File: src/rtl/asr_pkg.sv
// Shared constants and helpers for the addressable shift register.
package asr_pkg;

    localparam logic MODE_SHIFT = 1'b0;
    localparam logic MODE_ROT   = 1'b1;

    // Tap address width; a DEPTH of 1 would otherwise give a zero-width address.
    function automatic int clog2_min1(input int v);
        int r;
        r = $clog2(v);
        return (r < 1) ? 1 : r;
    endfunction

endpackage

File: src/rtl/asr_fill_ctr.sv
// Saturating count of valid stages; flush restarts the count, keeping a same-cycle shift.
module asr_fill_ctr
    import asr_pkg::*;
#(
    parameter int DEPTH = 8,
    localparam int FW = clog2_min1(DEPTH) + 1
) (
    input  logic          clk,
    input  logic          clr,
    input  logic          flush,
    input  logic          inc,
    output logic [FW-1:0] fill,
    output logic          full
);

    localparam logic [FW-1:0] FILL_MAX = FW'(DEPTH);

    logic [FW-1:0] fill_q;
    logic [FW-1:0] fill_d;

    always_comb begin
        fill_d = fill_q;
        if (flush) begin
            fill_d = inc ? FW'(1) : '0;
        end else if (inc && (fill_q != FILL_MAX)) begin
            fill_d = fill_q + FW'(1);
        end
    end

    always_ff @(posedge clk or posedge clr) begin
        if (clr) begin
            fill_q <= '0;
        end else begin
            fill_q <= fill_d;
        end
    end

    assign fill = fill_q;
    assign full = (fill_q == FILL_MAX);

endmodule

File: src/rtl/asr_tap.sv
// Parametrised addressable shift register with shift/rotate modes and two zero-latency read taps.
module asr_tap
    import asr_pkg::*;
#(
    parameter int N     = 4,
    parameter int DEPTH = 8,
    localparam int AW   = clog2_min1(DEPTH)
) (
    input  logic          clk,
    input  logic          clr,
    input  logic          en,
    input  logic          rot,
    input  logic          flush,
    input  logic [N-1:0]  d,
    input  logic [AW-1:0] add_a,
    input  logic [AW-1:0] add_b,
    output logic [N-1:0]  q_a,
    output logic [N-1:0]  q_b,
    output logic          vld_a,
    output logic          vld_b,
    output logic [AW:0]   fill,
    output logic          full
);

    logic [N-1:0] stage_q [DEPTH];
    logic [N-1:0] stage_d [DEPTH];
    logic         inc;

    assign inc = en && (rot == MODE_SHIFT);

    always_comb begin
        stage_d = stage_q;
        if (en) begin
            stage_d[0] = (rot == MODE_ROT) ? stage_q[DEPTH-1] : d;
            for (int i = 1; i < DEPTH; i++) begin
                stage_d[i] = stage_q[i-1];
            end
        end
    end

    always_ff @(posedge clk or posedge clr) begin
        if (clr) begin
            for (int i = 0; i < DEPTH; i++) begin
                stage_q[i] <= '0;
            end
        end else begin
            stage_q <= stage_d;
        end
    end

    asr_fill_ctr #(
        .DEPTH (DEPTH)
    ) u_fill_ctr (
        .clk   (clk),
        .clr   (clr),
        .flush (flush),
        .inc   (inc),
        .fill  (fill),
        .full  (full)
    );

    logic [AW-1:0] tap_add [2];
    logic [N-1:0]  tap_q   [2];
    logic          tap_vld [2];

    assign tap_add[0] = add_a;
    assign tap_add[1] = add_b;

    // Addresses past DEPTH-1 exist only for non-power-of-2 depths and read as empty.
    for (genvar g = 0; g < 2; g++) begin : g_tap
        logic in_rng;
        assign in_rng     = (int'(tap_add[g]) < DEPTH);
        assign tap_q[g]   = in_rng ? stage_q[tap_add[g]] : '0;
        assign tap_vld[g] = in_rng && ({1'b0, tap_add[g]} < fill);
    end

    assign q_a   = tap_q[0];
    assign q_b   = tap_q[1];
    assign vld_a = tap_vld[0];
    assign vld_b = tap_vld[1];

endmodule

File: config.mk
export PLATFORM = sky130hd
export DESIGN_NAME = asr_tap
export DESIGN_NICKNAME = d
export VERILOG_FILES = /design/src/rtl/asr_pkg.sv /design/src/rtl/asr_fill_ctr.sv /design/src/rtl/asr_tap.sv
export SDC_FILE = /design/constraint.sdc
export NUM_CORES = 1
export LEC_CHECK = 0
export ABC_AREA = 1
export CAP_MARGIN = 40
export CORE_MARGIN = 3
export CORE_UTILIZATION = 50
export CTS_BUF_LIST = sky130_fd_sc_hd__clkbuf_4
export DETAILED_ROUTE_END_ITERATION = 16
export GPL_TIMING_DRIVEN = 1
export PLACE_DENSITY = 0.73
export SYNTH_ARGS = -nofsm -noshare
export SYNTH_HDL_FRONTEND = slang
export SYNTH_SLANG_ARGS = --single-unit
File: constraint.sdc
create_clock -name clk -period 2.3 [get_ports clk]
set_input_delay 0.575 -clock clk [delete_from_list [all_inputs] [get_ports clk]]
set_output_delay 0.575 -clock clk [all_outputs]
set_load 0.01 [all_outputs]
==> results.yml <==
outcome:
  status: "finished, final reports clean"
worst_setup_path:
  r2r-start: "u_fill_ctr.fill[0]"
  critPathLaunch: "add_b[2]"
  cp_max_fo: 5
  slowest_delay_ps: 500
  r2r_cells: 5
  end_kind: "output port"
  slowest_stage: "clkdlybuf4s50_1"
  worstPathCellList: "clkdlybuf4s50_1 -> buf_6 -> inv_2 -> nand2_1 -> nand2_1 -> dlygate4sd2_1"
  crit_type: "in -> out"
  r2r_slack_ps: 1050
  crit_family: "buffers and inverters"
  cp_num_buf_inv: 4
  critical_path_required_ps: 1730
  worstReg2RegEnd: "u_fill_ctr.fill[2]"
  crit_arrival_ps: 1680
  cp-start-kind: "input port"
  crit_path_frequent_cell: "nand2_1"
clock_network:
  cts_buffers: 5
  insertion_delay_ps: 350
  root_buffer: "clkbuf_4"
  h-tree-depth: 2
  clk_pin_slew_ps: 120
  cts_hold_buf: 0
  post_cts.repair.setup_buffers: 0
  cts_buffer_depth: 2
  cts_tree: "yes"
  cts.sinks: 36
  ctsResizeCount: 23
global_route:
  grt_overflow: 0
  grt_pass1_vias: 2039
  grt_max_degree: 37
  antenna_found_initial: 0
  grt_pass1_wl_mm: 9.26
  track_usage: 0.219
detailed_routing:
  ant_nets: 0
  drt_pre_antenna_iters: 4
  vias: 2207
  drc: 0
  wire_per_inst_um: 12.5
  wirelength_mm: 5.39
  drtIter0Drc: 137
  vias_per_cell: 5.11
min_path:
  worst_hold_path_type: "reg -> reg"
  hold_depth: 2
  whs_endpoint: "stage_q[7]"
  min-delay-start: "stage_q[11]"
sta:
  rsz0062_at_grt: "false"
  drv_slew: 0
  final.setup.tns_ps: 0
  finalCritPeriodShare: 0.979
  fin_crit_ps: 2250
  worst_pin_slew_ps: 479
  clock.fmax_mhz: 444
  slew_headroom: 0.681
  setup_slack_ps: 48.4
  skew_ps: 8.87
  hold_viol_final: 0
  setup_viol: 0
yosys:
  synth_seq_cells: 36
  synth_warnings: 0
  syn_inst: 343
  netlist_area_sq_um: 2290
  synth_cell_types: 21
  syn-num-nets: 364
  avgSynthCellArea_sq_um: 6.67
  seq_area_frac_synth: 0.394
floorplanning:
  fp.coreArea_sq_um: 4200
  initial_core_util: 0.544
  num_rows: 23
  die_area_sq_um: 5420
  io_pins: 30
  die_h_um: 73.6
  fp.dieW_um: 73.6
power_and_ir_drop:
  power.density_nw_per_um2: 585
  p_leak_nw: 1.52
  ir_drop_uv: 477
  power.total_mw: 1.58
placed_design:
  hpwlAfterDp_mm: 4.06
  dpl_worst_slack_ps: -465
  routabilityCongestion: 0.899
  io_buffers: 29
  dp.cells: 424
layout:
  finalNetCount: 402
  final_cells: 432
  layout_common_cells: "151 x nand2_1, 45 x inv_1, 36 x dfrtp_1"
  areaGrowthSynthToFinish_pct: 18.3
  utilization: 0.644
  antenna_cells: 0
  drive_gt1_frac: 0.0995
  layout_commonest_cell: "nand2_1"
flow_run:
  cap_violations: 0
[area by class of cell]
| class | count | area, sq um |
|---|---|---|
| fillers | 402 | 1500 |
| multi-input cells | 243 | 1090 |
| flip-flops and latches | 36 | 901 |
| repair buffers | 46 | 405 |
| inverters | 49 | 189 |
| well taps | 50 | 62.6 |
| clock buffers | 5 | 37.5 |
| clock inverters | 3 | 18.8 |
[worst max path at each step]
stage                     depth (start not counted)     end  slack (ps)
after floorplan                                   7  q_a[1]         570
after global placement                            8   vld_b        -470
after detailed placement                          8  q_b[1]        -460
after CTS                                         6   vld_b           8
after global routing                              8  q_a[1]          10
final                                             6  q_b[3]          50
[per-layer routing]
layer  part of all wire  wire length [um]  track usage
met3              0.052               279       0.0356
met4              0.010                56       0.0684
met2               0.48              2580        0.355
met5                  0                 0            0
met1               0.46              2470        0.298
[through the flow]
stage	hold WS (ps)	instance area (sq um)
2_1_floorplan	450	2290
3_3_place_gp	457	2660
3_5_place_dp	473	2660
4_1_cts	495	2710
5_1_grt	530	2710
6_report	495	2710
[Yosys cell counts, drive strengths merged]
library cell	count	area (sq um)
a21oi	1	5.00
buf	13	97.6
clkbuf	2	8.75
dfrtp	36	901
ha	6	75.1
inv	49	189
nand2	152	573
nand3	34	170
nand4	3	18.8
nor2	8	47.6
o21ai	34	170
o22ai	4	25.0
or2	1	6.26
[sequential cells by signal (all words and copies together) (netlist names)]
name and flops:
u_fill_ctr.fill 4, stage_q 32
[cells by family (layout without fill, tap and decap cells)]
| kind of cell | count (synthesis) | after routing | synth area share |
|---|---|---|---|
| compound gates | 39 | 39 | 0.0875 |
| fa+ha+maj | 6 | 6 | 0.0328 |
| buf+inv | 64 | 103 | 0.129 |
| flops | 36 | 36 | 0.394 |
| simple gates | 198 | 198 | 0.357 |
[worst min-delay path, stage by stage (launching register included)]
cell,delay (ps)
dfrtp_1,360
nand2_1,50
o21ai_0,70
[report_power, final]
part / internal (mW) / switching, mW / leakage, nW
Clock: 0.117 / 0.234 / 0.0349
Combinational: 0.181 / 0.285 / 1.02
Sequential: 0.720 / 0.0466 / 0.465
Total: 1.02 / 0.566 / 1.52
Note: power is estimated with default switching activity, not from simulation.
